### src/rtl/uart_recv.sv
// 8N1 UART receiver: double-flop synchroniser, start-edge detect and mid-bit
// sampling off a single bit-period counter; one-cycle valid / frame_err pulses.
module uart_recv #(
    parameter int CNT_MAX = 100000
) (
    input  logic       clk,
    input  logic       rst,
    input  logic       din,
    output logic [7:0] data,
    output logic       valid,
    output logic       frame_err,
    output logic       busy
);

    localparam int HALF  = CNT_MAX / 2;
    localparam int CNT_W = $clog2(CNT_MAX);
    localparam logic [CNT_W-1:0] CNT_LAST  = CNT_W'(CNT_MAX - 1);
    localparam logic [CNT_W-1:0] HALF_LAST = CNT_W'(HALF - 1);

    typedef enum logic [1:0] {IDLE, START, DATA, STOP} state_t;

    state_t           state_reg, state_next;
    logic [CNT_W-1:0] cnt_reg, cnt_next;
    logic [2:0]       idx_reg, idx_next;
    logic [7:0]       shift_reg, shift_next;
    logic [7:0]       data_reg, data_next;
    logic             valid_reg, valid_next;
    logic             ferr_reg, ferr_next;
    logic             busy_reg, busy_next;
    logic             din_meta_reg, din_s_reg, din_d_reg;

    logic fall;
    logic cnt_end;
    logic bit_sample;

    assign fall       = din_d_reg & ~din_s_reg;
    assign cnt_end    = (cnt_reg == CNT_LAST);
    assign bit_sample = (state_reg == DATA) && cnt_end;

    // Each shift bit only loads when its own index is the one being sampled.
    genvar gi;
    generate
        for (gi = 0; gi < 8; gi++) begin : g_shift
            assign shift_next[gi] = (bit_sample && (idx_reg == 3'(gi))) ? din_s_reg
                                                                         : shift_reg[gi];
        end
    endgenerate

    // State and datapath registers; synchroniser resets to the idle-high level.
    always_ff @(posedge clk or posedge rst) begin
        if (rst) begin
            din_meta_reg <= 1'b1;
            din_s_reg    <= 1'b1;
            din_d_reg    <= 1'b1;
            state_reg    <= IDLE;
            cnt_reg      <= '0;
            idx_reg      <= '0;
            shift_reg    <= '0;
            data_reg     <= '0;
            valid_reg    <= 1'b0;
            ferr_reg     <= 1'b0;
            busy_reg     <= 1'b0;
        end else begin
            din_meta_reg <= din;
            din_s_reg    <= din_meta_reg;
            din_d_reg    <= din_s_reg;
            state_reg    <= state_next;
            cnt_reg      <= cnt_next;
            idx_reg      <= idx_next;
            shift_reg    <= shift_next;
            data_reg     <= data_next;
            valid_reg    <= valid_next;
            ferr_reg     <= ferr_next;
            busy_reg     <= busy_next;
        end
    end

    always_comb begin
        state_next = state_reg;
        case (state_reg)
            IDLE:  if (fall) state_next = START;
            START: if (cnt_reg == HALF_LAST) state_next = din_s_reg ? IDLE : DATA;
            DATA:  if (cnt_end && (idx_reg == 3'd7)) state_next = STOP;
            STOP:  if (cnt_end) state_next = IDLE;
            default: state_next = IDLE;
        endcase
    end

    always_comb begin
        cnt_next   = cnt_reg;
        idx_next   = idx_reg;
        data_next  = data_reg;
        valid_next = 1'b0;
        ferr_next  = 1'b0;
        busy_next  = (state_next != IDLE);
        case (state_reg)
            IDLE: begin
                cnt_next = '0;
                idx_next = '0;
            end
            START: begin
                if (cnt_reg == HALF_LAST) begin
                    cnt_next = '0;
                    idx_next = '0;
                end else begin
                    cnt_next = cnt_reg + CNT_W'(1);
                end
            end
            DATA: begin
                if (cnt_end) begin
                    cnt_next = '0;
                    idx_next = idx_reg + 3'd1;
                end else begin
                    cnt_next = cnt_reg + CNT_W'(1);
                end
            end
            STOP: begin
                if (cnt_end) begin
                    cnt_next = '0;
                    if (din_s_reg) begin
                        data_next  = shift_reg;
                        valid_next = 1'b1;
                    end else begin
                        ferr_next = 1'b1;
                    end
                end else begin
                    cnt_next = cnt_reg + CNT_W'(1);
                end
            end
            default: begin
                cnt_next = '0;
                idx_next = '0;
            end
        endcase
    end

    assign data      = data_reg;
    assign valid     = valid_reg;
    assign frame_err = ferr_reg;
    assign busy      = busy_reg;

endmodule
### config.mk
export PLATFORM = sky130hd
export DESIGN_NAME = uart_recv
export DESIGN_NICKNAME = d
export VERILOG_FILES = /design/src/rtl/uart_recv.sv
export SDC_FILE = /design/constraint.sdc
export NUM_CORES = 1
export LEC_CHECK = 0
export BUFFER_PORTS_ARGS = -buffer_cell sky130_fd_sc_hd__buf_2
export CORE_UTILIZATION = 45
export CTS_BUF_LIST = sky130_fd_sc_hd__clkbuf_2 sky130_fd_sc_hd__clkbuf_4 sky130_fd_sc_hd__clkbuf_8
export DETAILED_ROUTE_END_ITERATION = 12
export PLACE_DENSITY_LB_ADDON = 0.25
export SYNTH_ARGS = -nofsm -noshare
export SYNTH_HDL_FRONTEND = slang
export SYNTH_SLANG_ARGS = --single-unit
export TNS_END_PERCENT = 1
### constraint.sdc
create_clock -name clk -period 2.5 [get_ports clk]
set_input_delay 0.5 -clock clk [delete_from_list [all_inputs] [get_ports clk]]
set_output_delay 0.5 -clock clk [all_outputs]
set_load 0.02 [all_outputs]
==> impl_results.md, run 1 <==
* Syn. warnings at 0
* Pwr dens at 660 nW/um^2
* Synth Area per Inst at 11.6 um^2
* Std cell rows at 24
* Sw Share at 27.5%
* Initial drt markers at 52
* Number of buffers added on ports at 13
* Unique cell type count in the Yosys netlist at 44
* Ports at 14
* Leak Pwr at 1.08 nW
* Die Y at 71.7 um
* Initial antenna violation count at 0
* Fin crit period at 2.34 ns
* Flip-flop and latch area at 1100 um^2
* Comb power frac at 13.5%
* Layout area overhead at 11.3%
* Max reg flops at 17
* TritonCTS Buffers at 5
* Die X-Extent at 71.7 um
* Crit-path slowest cell: or4_4
* Clk sinks at 44
* Path depth of the worst reg2reg path at 4
* Clk buf depth at 2
* Setup bufs post-CTS at 0
* Synthesized cell area at 2180 um^2
* Drc violations at 0
* Final Skew at 0.00861 ns
* FF-to-FF Start: cnt_reg[5]$_DFF_PP0_
* Data arrival time of the worst path at 2.52 ns
* Max transition margin at 62.0%
* Worst Setup End Kind: flip-flop
* Hold Path Sink: din_meta_reg$_DFF_PP1_
* Crit Path Class: reg -> reg
* Multi-input logic area at 993 um^2
* Starting Density at 48.5%
* CTS root buf: clkbuf_8
* CTS Hold Buffers Added at 0
* Die area at 5140 um^2
* Post-Syn Nets at 198
* Number of global-route vias before repair at 1539
* CTS H-tree depth at 2
* Max VDD drop at 418 uV
* Hold path depth at 1
* Power Total at 0.00160 W
* Register area share after synthesis at 50.6%
* Final Util at 54.0%
* Placeable Area at 4500 um^2
* Layout Nets at 215
* Fillers at 392
* Crit-path max FO at 8
* First-pass GRT wire length at 7.29 mm
* Share of cells above drive strength 1 at 26.7%
* Worst-Margin Slew at 0.570 ns
* Max-cap violations at 0
* Crit share post-route at 93.4%
* Seq cells post-synth at 44
* Largest net degree at the start of global routing at 45
* R2R Setup Slk at 0.16 ns
* Routability Congestion at 0.879
* Clock power frac at 34.1%
* Max-slew violations at 0
* Mapped Cells at 188
* Commonest cells after routing, fill and taps aside: dfrtp_1, mux2_2, a21oi_1, nand4_1, buf_2
* Antenna cells at 0
* Finish-stage setup viols at 0
* Final WL at 4.30 mm
* TritonCTS clock tree: yes
* Worst Min Path Start: din
* DR pass1 iterations at 4
* Reg-to-Reg End: data[3]$_DFFE_PP0P_
* Worst skew pair latency at 0.30 ns
* # resized after CTS at 0
* Vias at 1530
* Crit-path cells: or4_4, nor4_4, and4_1, mux2_2
* Post-route ant nets at 0
* Final hold vios at 0
* Status: completed
* CP Launch Type: flip-flop
* Min Hold Slack at 0.295 ns
* Routed vias/inst at 5.93
* Placed inst area at 2320 um^2
* Clk slew on worst S/H paths at 0.09 ns
* RSZ-0062 raised after global routing: false
* Commonest non-fill, non-tap cell in the layout: dfrtp_1
* Worst path max stage delay at 0.59 ns
* Total negative slack at 0 ns
* Worst min path class: in -> reg
* Fmax at 428 MHz
* Final HPWL DP at 2.93 mm
* Sw power at 0.000441 W
* Critical Path RT at 2.69 ns
* Internal at 0.00116 W
* Total grt overflow at 0
* Finished Cell Area at 2430 um^2
* Total GRT Usage at 18.1%
* Reg power frac at 52.4%
* WL per Instance at 16.7 um
-- per-stage QoR --
step,setup slack (ns),instances
floorplan,0.264,188
global placement,0.237,250
detailed placement,0.197,250
CTS,0.180,258
global route,0.101,258
finish,0.164,258
-- worst max path at each step --
stage / from / end / cells past startpoint
after floorplan: cnt_reg[5]$_DFF_PP0_ / data[0]$_DFFE_PP0P_ / 5
after global placement: cnt_reg[5]$_DFF_PP0_ / data[4]$_DFFE_PP0P_ / 4
after detailed placement: cnt_reg[5]$_DFF_PP0_ / data[5]$_DFFE_PP0P_ / 4
after CTS: cnt_reg[5]$_DFF_PP0_ / data[3]$_DFFE_PP0P_ / 4
after global routing: cnt_reg[5]$_DFF_PP0_ / data[5]$_DFFE_PP0P_ / 4
final: cnt_reg[5]$_DFF_PP0_ / data[3]$_DFFE_PP0P_ / 4
-- critical path, delay by kind of cell (launching register included) --
kind,cells,cell delay (ns)
flops,1,0.46
mux,1,0.39
simple gates,3,1.38
-- area by class of cell --
class	instances	share of cell area (%)
Sequential cell	44	45.4
Multi-Input combinational cell	127	40.9
Timing Repair Buffer	20	5.35
Clock buffer	5	2.83
Tap cell	52	2.68
Clock inverter	3	1.75
Inverter	7	1.08
-- synth_stat cells, drive strengths merged --
| library cell | count | area share, % |
|---|---|---|
| dfrtp | 41 | 47 |
| a21oi | 16 | 3.7 |
| mux2 | 16 | 8.2 |
| nand4 | 14 | 4.0 |
| nand3 | 8 | 1.8 |
| xor2 | 8 | 3.2 |
| ha | 7 | 4.0 |
| nor2 | 7 | 1.2 |
| buf | 6 | 2.1 |
| inv | 6 | 1.0 |
| nand2 | 6 | 1.0 |
| and4 | 5 | 2.0 |
| xnor2 | 5 | 2.0 |
| clkbuf | 4 | 0.69 |
| dfstp | 3 | 3.6 |
| mux2i | 3 | 1.4 |
| nor3 | 3 | 0.92 |
| nor4 | 3 | 1.5 |
| o22ai | 3 | 0.86 |
| a31o | 2 | 0.80 |
| nand4b | 2 | 0.80 |
| o21a | 2 | 0.69 |
| o21ai | 2 | 0.46 |
| or4 | 2 | 1.0 |
| a211oi | 1 | 0.34 |
| a21boi | 1 | 0.34 |
| a22oi | 1 | 0.34 |
| a311oi | 1 | 0.40 |
| and3 | 1 | 0.29 |
| clkinv | 1 | 0.17 |
| nand2b | 1 | 0.29 |
| nand3b | 1 | 0.34 |
| nor2b | 1 | 0.29 |
| o211ai | 1 | 0.97 |
| o2bb2a | 1 | 0.92 |
| or3 | 1 | 0.29 |
| or4b | 1 | 0.46 |
| or4bb | 1 | 0.52 |
-- layer usage --
metal / track usage, % / share of wire [%] / wire length [um] / vias to the layer above
li1: - / - / - / 725
met1: 25.4 / 50 / 2140 / 769
met2: 28.5 / 46 / 1970 / 29
met3: 4.22 / 3.1 / 135 / 7
met4: 4.79 / 1.2 / 52 / 0
met5: 0 / 0 / 0 / -
-- cell families after synthesis --
kind of cell / Yosys count / share of synthesized area (%)
AOI/OAI and AO/OA: 31 / 9.79
xor gates and xnor gates: 13 / 5.21
adders and majority gates: 7 / 4.01
buffers and inverters: 17 / 3.95
DFF: 44 / 50.6
muxes: 19 / 9.62
and+or+nand+nor: 57 / 16.8
-- power groups by stage --
| stage | Combinational (W) | Sequential [W] | Clock [W] |
|---|---|---|---|
| 2_1_floorplan | 0.000164 | 0.000836 | 0 |
| 3_3_place_gp | 0.000209 | 0.000849 | 0 |
| 3_5_place_dp | 0.000217 | 0.000853 | 0 |
| 4_1_cts | 0.000218 | 0.000839 | 0.000560 |
| 5_1_grt | 0.000249 | 0.000848 | 0.000587 |
| 6_report | 0.000217 | 0.000840 | 0.000547 |
(Power assumes the default switching activity.)
==> run 2, diff against run 1 <==
--- a/config.mk
+++ b/config.mk
@@ -6,6 +6,7 @@
 export NUM_CORES = 1
 export LEC_CHECK = 0
 export BUFFER_PORTS_ARGS = -buffer_cell sky130_fd_sc_hd__buf_2
+export CORE_ASPECT_RATIO = 1.25
 export CORE_UTILIZATION = 45
 export CTS_BUF_LIST = sky130_fd_sc_hd__clkbuf_2 sky130_fd_sc_hd__clkbuf_4 sky130_fd_sc_hd__clkbuf_8
 export DETAILED_ROUTE_END_ITERATION = 12
==> run 2 against run 1 <==
Net effect:
- worst hold slack improved by 0.011 ns
- clock skew rose by 0.0024 ns
- combinational power barely moved
- sequential power hardly changed
- die area about the same
- non-clock buffer count rose by 1
- largest cell class unchanged
- critical path type unchanged
- sequential share of layout area increased by 0.24 points
==> impl_results.md, run 2 (synthesized netlist as in run 1, its figures left out) <==
* Critical Path RT at 2.68 ns
* Clk sinks at 44
* Commonest non-fill, non-tap cell in the layout: dfrtp_1
* Crit path buf inv count at 0
* Number of global-route vias before repair at 1504
* Internal at 0.00107 W
* Status: completed
* First-pass GRT wire length at 7.05 mm
* Number of buffers added on ports at 13
* Hold path depth at 1
* CP Launch Point: cnt_reg[5]$_DFF_PP0_
* Max-cap violations at 0
* # resized after CTS at 0
* Crit share post-route at 93.2%
* Routed vias/inst at 5.63
* TritonCTS clock tree: yes
* Reg-to-Reg End: data[4]$_DFFE_PP0P_
* Crit Path Class: reg -> reg
* DR pass1 iterations at 4
* Routability Congestion at 0.903
* Worst Setup End Kind: flip-flop
* CP Launch Type: flip-flop
* Comb power frac at 14.5%
* Layout area overhead at 10.7%
* Reg power frac at 56.9%
* Max VDD drop at 439 uV
* Share of cells above drive strength 1 at 26.7%
* Worst min path class: in -> reg
* CTS root buf: clkbuf_8
* Total GRT Usage at 18.4%
* Worst-Margin Slew at 0.928 ns
* Crit-path slowest cell: or4_4
* FF-to-FF Start: cnt_reg[5]$_DFF_PP0_
* Sw power at 0.000407 W
* Layout Nets at 216
* Die area at 5140 um^2
* Worst skew pair latency at 0.29 ns
* Clk slew on worst S/H paths at 0.08 ns
* CP delay by family, top: simple AND/OR/NAND/NOR gates
* M3 GR Usage at 4.71%
* Crit-path cells: or4_4, nor4_4, and4_1, mux2_2
* Die X-Extent at 64.3 um
* Path depth of the worst reg2reg path at 4
* Data arrival time of the worst path at 2.51 ns
* Ports at 14
* CTS H-tree depth at 2
* Leak Pwr at 1.07 nW
* Fillers at 437
* R2R Setup Slk at 0.17 ns
* Initial antenna violation count at 0
* WL per Instance at 15.4 um
* Vias at 1498
* Antenna cells at 0
* Finished Cell Area at 2420 um^2
* Worst path max stage delay at 0.60 ns
* Max-slew violations at 0
* Worst Min Path Start: din
* Clock power frac at 28.6%
* Total negative slack at 0 ns
* Drc violations at 0
* Final WL at 4.10 mm
* Starting Density at 46.5%
* Placed inst area at 2340 um^2
* Finish-stage setup viols at 0
* Hold Path Sink: din_meta_reg$_DFF_PP1_
* TritonCTS Buffers at 5
* Clk buf depth at 2
* RSZ-0062 raised after global routing: false
* Fmax at 429 MHz
* Max reg flops at 17
* Met2 usage at 33.3%
* Initial drt markers at 78
* Crit-path max FO at 8
* CTS Hold Buffers Added at 0
* Final HPWL DP at 2.96 mm
* Max transition margin at 38.0%
* Placeable Area at 4690 um^2
* Die Y at 79.9 um
* Final hold vios at 0
* Global routing's busiest layer: met2
* Commonest cells after routing, fill and taps aside: dfrtp_1, mux2_2, a21oi_1, nand4_1, buf_2
* Setup bufs post-CTS at 0
* Pwr dens at 611 nW/um^2
* Final Skew at 0.0111 ns
* Largest net degree at the start of global routing at 27
* Sw Share at 27.6%
* Fin crit period at 2.33 ns
* Std cell rows at 28
* Post-route ant nets at 0
* Total grt overflow at 0
* Met1 Usage GRT at 20.1%
==> run 2: cell types whose count changed in the layout (fill, tap and decap cells not counted) <==
| cell | before | now |
|---|---|---|
| clkinvlp_4 | 1 | 0 |
| buf_4 | 6 | 7 |
| clkbuf_4 | 0 | 1 |
| bufinv_16 | 1 | 0 |
==> run 2: worst reg2reg max path: stages, from the launching register on <==
cell and delay [ns]:
dfrtp_1 0.45, or4_4 0.60, nor4_4 0.29, and4_1 0.48, mux2_2 0.40
==> run 2: layout make-up <==
type,instances,area (um^2),share of cell area (%)
clock buffers,6,76.3,3.16
flip-flops and latches,44,1100,45.7
inverters,7,26.3,1.09
repair buffers,21,138,5.69
well taps,60,75.1,3.10
multi-input cells,127,993,41.1
clock inverters,1,5.00,0.207
==> run 2: worst max-delay path by stage <==
stage	to	slack [ns]	cells after the start
final	data[4]$_DFFE_PP0P_	0.17	4
after global routing	data[4]$_DFFE_PP0P_	0.08	4
after floorplan	data[0]$_DFFE_PP0P_	0.26	5
after global placement	data[7]$_DFFE_PP0P_	0.26	4
after CTS	data[4]$_DFFE_PP0P_	0.17	4
after detailed placement	data[7]$_DFFE_PP0P_	0.19	4
==> run 2: routing by layer <==
layer | share of wire [%] | vias up
met1 | 40 | 744
met5 | 0 | -
met2 | 55 | 24
met3 | 3.1 | 7
met4 | 1.9 | 0
li1 | - | 723
==> run 2: stage by stage <==
step	utilization, %	hold WS, ns	total power, W	setup slack, ns	cells
floorplan	-	0.345	0.00100	0.264	188
finish	51.5	0.306	0.00148	0.170	266
global placement	49.8	0.346	0.00106	0.264	259
CTS	51.5	0.293	0.00150	0.166	266
detailed placement	49.8	0.351	0.00107	0.195	259
global route	51.5	0.285	0.00157	0.0793	266
==> run 2: power groups by stage <==
stage	Combinational [W]	Clock (W)	Sequential, W
4_1_cts	0.000216	0.000440	0.000840
6_report	0.000214	0.000422	0.000840
2_1_floorplan	0.000164	0	0.000836
3_3_place_gp	0.000208	0	0.000849
5_1_grt	0.000244	0.000476	0.000851
3_5_place_dp	0.000215	0	0.000854
==> run 3, diff against run 2 <==
--- a/config.mk
+++ b/config.mk
@@ -7,7 +7,7 @@
 export LEC_CHECK = 0
 export BUFFER_PORTS_ARGS = -buffer_cell sky130_fd_sc_hd__buf_2
 export CORE_ASPECT_RATIO = 1.25
-export CORE_UTILIZATION = 45
+export CORE_UTILIZATION = 30
 export CTS_BUF_LIST = sky130_fd_sc_hd__clkbuf_2 sky130_fd_sc_hd__clkbuf_4 sky130_fd_sc_hd__clkbuf_8
 export DETAILED_ROUTE_END_ITERATION = 12
 export PLACE_DENSITY_LB_ADDON = 0.25
==> run 3 against run 2 <==
Net effect:
- first-iteration DRC count fell by 13%
- sequential power barely moved
- cell count rose by 11%
- largest cell class unchanged
- register-to-register slack improved by 0.06 ns
==> impl_results.md, run 3 (synthesized netlist as in run 1, its figures left out) <==
* TritonCTS Buffers at 5
* Routability Congestion at 0.715
* Initial drt markers at 68
* Layout area overhead at 12.0%
* Layout Cells excl Fill at 296
* Crit-path max FO at 12
* Fin crit period at 2.27 ns
* Worst skew pair latency at 0.30 ns
* Data arrival time of the worst path at 2.47 ns
* Status: completed
* Antenna cells at 0
* CTS root buf: clkbuf_8
* Total negative slack at 0 ns
* Pwr dens at 612 nW/um^2
* Worst-Margin Slew at 0.563 ns
* Fillers at 711
* CTS Hold Buffers Added at 0
* Max reg flops at 17
* # resized after CTS at 0
* Final Skew at 0.00570 ns
* Share of cells above drive strength 1 at 27.2%
* Setup bufs post-CTS at 0
* Finish-stage setup viols at 0
* Commonest cells after routing, fill and taps aside: dfrtp_1, mux2_2, a21oi_1, nand4_1, buf_2
* Internal at 0.00106 W
* Crit share post-route at 90.9%
* Multi-input logic area at 993 um^2
* Worst Setup End Kind: flip-flop
* Initial antenna violation count at 0
* Commonest non-fill, non-tap cell in the layout: dfrtp_1
* Clk buf depth at 2
* Layout Nets at 215
* Placeable Area at 7020 um^2
* DP Worst Slack at 0.227 ns
* Max VDD drop at 309 uV
* Min Hold Slack at 0.295 ns
* Leak Pwr at 1.06 nW
* Max-cap violations at 0
* Number of buffers added on ports at 13
* Max transition margin at 62.4%
* Fin worst setup slack at 0.227 ns
* Final hold vios at 0
* Die X-Extent at 78.3 um
* TritonCTS clock tree: yes
* Critical Path RT at 2.70 ns
* Crit Path Class: reg -> reg
* Die Y at 97.4 um
* DR pass1 iterations at 4
* Ports at 14
* First-pass GRT wire length at 7.39 mm
* Reg power frac at 56.2%
* Worst min path class: in -> reg
* WL per Instance at 14.3 um
* Total grt overflow at 0
* Sw power at 0.000440 W
* Max-slew violations at 0
* Final WL at 4.24 mm
* Final HPWL DP at 2.93 mm
* Power Total at 0.00150 W
* Routed vias/inst at 4.99
* Clk sinks at 44
* Std cell rows at 34
* RSZ-0062 raised after global routing: false
* Total GRT Usage at 12.4%
* Sw Share at 29.4%
* Drc violations at 0
* Vias at 1478
* Clock power frac at 30.4%
* CTS H-tree depth at 2
* Number of global-route vias before repair at 1513
* Starting Density at 31.1%
* Comb power frac at 13.4%
* Fmax at 440 MHz
* Flip-flop and latch area at 1100 um^2
* Dpl cells at 288
* Post-route ant nets at 0
* Clk slew on worst S/H paths at 0.09 ns
* CP Launch Type: flip-flop
* Die area at 7630 um^2
* Largest net degree at the start of global routing at 45
-- run 3: metal layers --
layer | wire length, um | global-route usage [%]
met4 | 36 | 3.42
met2 | 2220 | 21.1
met5 | 0 | 0
met3 | 98 | 3.10
met1 | 1880 | 15.4
-- run 3: worst paths after layout --
path,from,end,slack (ns),cells past startpoint
hold / removal,din,din_meta_reg$_DFF_PP1_,0.30,1
setup / recovery,cnt_reg[4]$_DFF_PP0_,cnt_reg[15]$_DFF_PP0_,0.23,5
min in group asynchronous,rst,valid$_DFF_PP0_,0.33,3
setup reg to reg,cnt_reg[4]$_DFF_PP0_,cnt_reg[15]$_DFF_PP0_,0.23,5
hold reg to reg,din_meta_reg$_DFF_PP1_,din_s_reg$_DFF_PP1_,0.36,0
max in group asynchronous,rst,cnt_reg[14]$_DFF_PP0_,1.79,3
-- run 3: worst max-delay path, cell delays in order, from the launching register on --
cell and delay (ns):
dfrtp_1 0.46, or4b_2 0.68, or4_4 0.46, o211ai_4 0.18, buf_4 0.22, o2bb2a_4 0.17
-- run 3: final cells by class --
type / count / share of cell area [%]
inverters: 7 / 1.07
clock buffers: 5 / 2.81
repair buffers: 20 / 4.81
multi-input cells: 127 / 40.6
well taps: 90 / 4.60
flip-flops and latches: 44 / 45.1
clock inverters: 3 / 0.971
-- run 3: power groups by stage --
stage / Clock [W] / Combinational, W / Sequential, W
floorplan: 0 / 0.000164 / 0.000836
global placement: 0 / 0.000200 / 0.000857
detailed placement: 0 / 0.000204 / 0.000855
CTS: 0.000477 / 0.000205 / 0.000841
global route: 0.000499 / 0.000226 / 0.000853
finish: 0.000456 / 0.000201 / 0.000842
-- run 3: metrics by stage --
stage / area (um^2) / utilization [%]
2_1_floorplan: 2180 / -
3_3_place_gp: 2350 / 33.5
3_5_place_dp: 2350 / 33.5
4_1_cts: 2450 / 34.9
5_1_grt: 2450 / 34.9
6_report: 2450 / 34.9
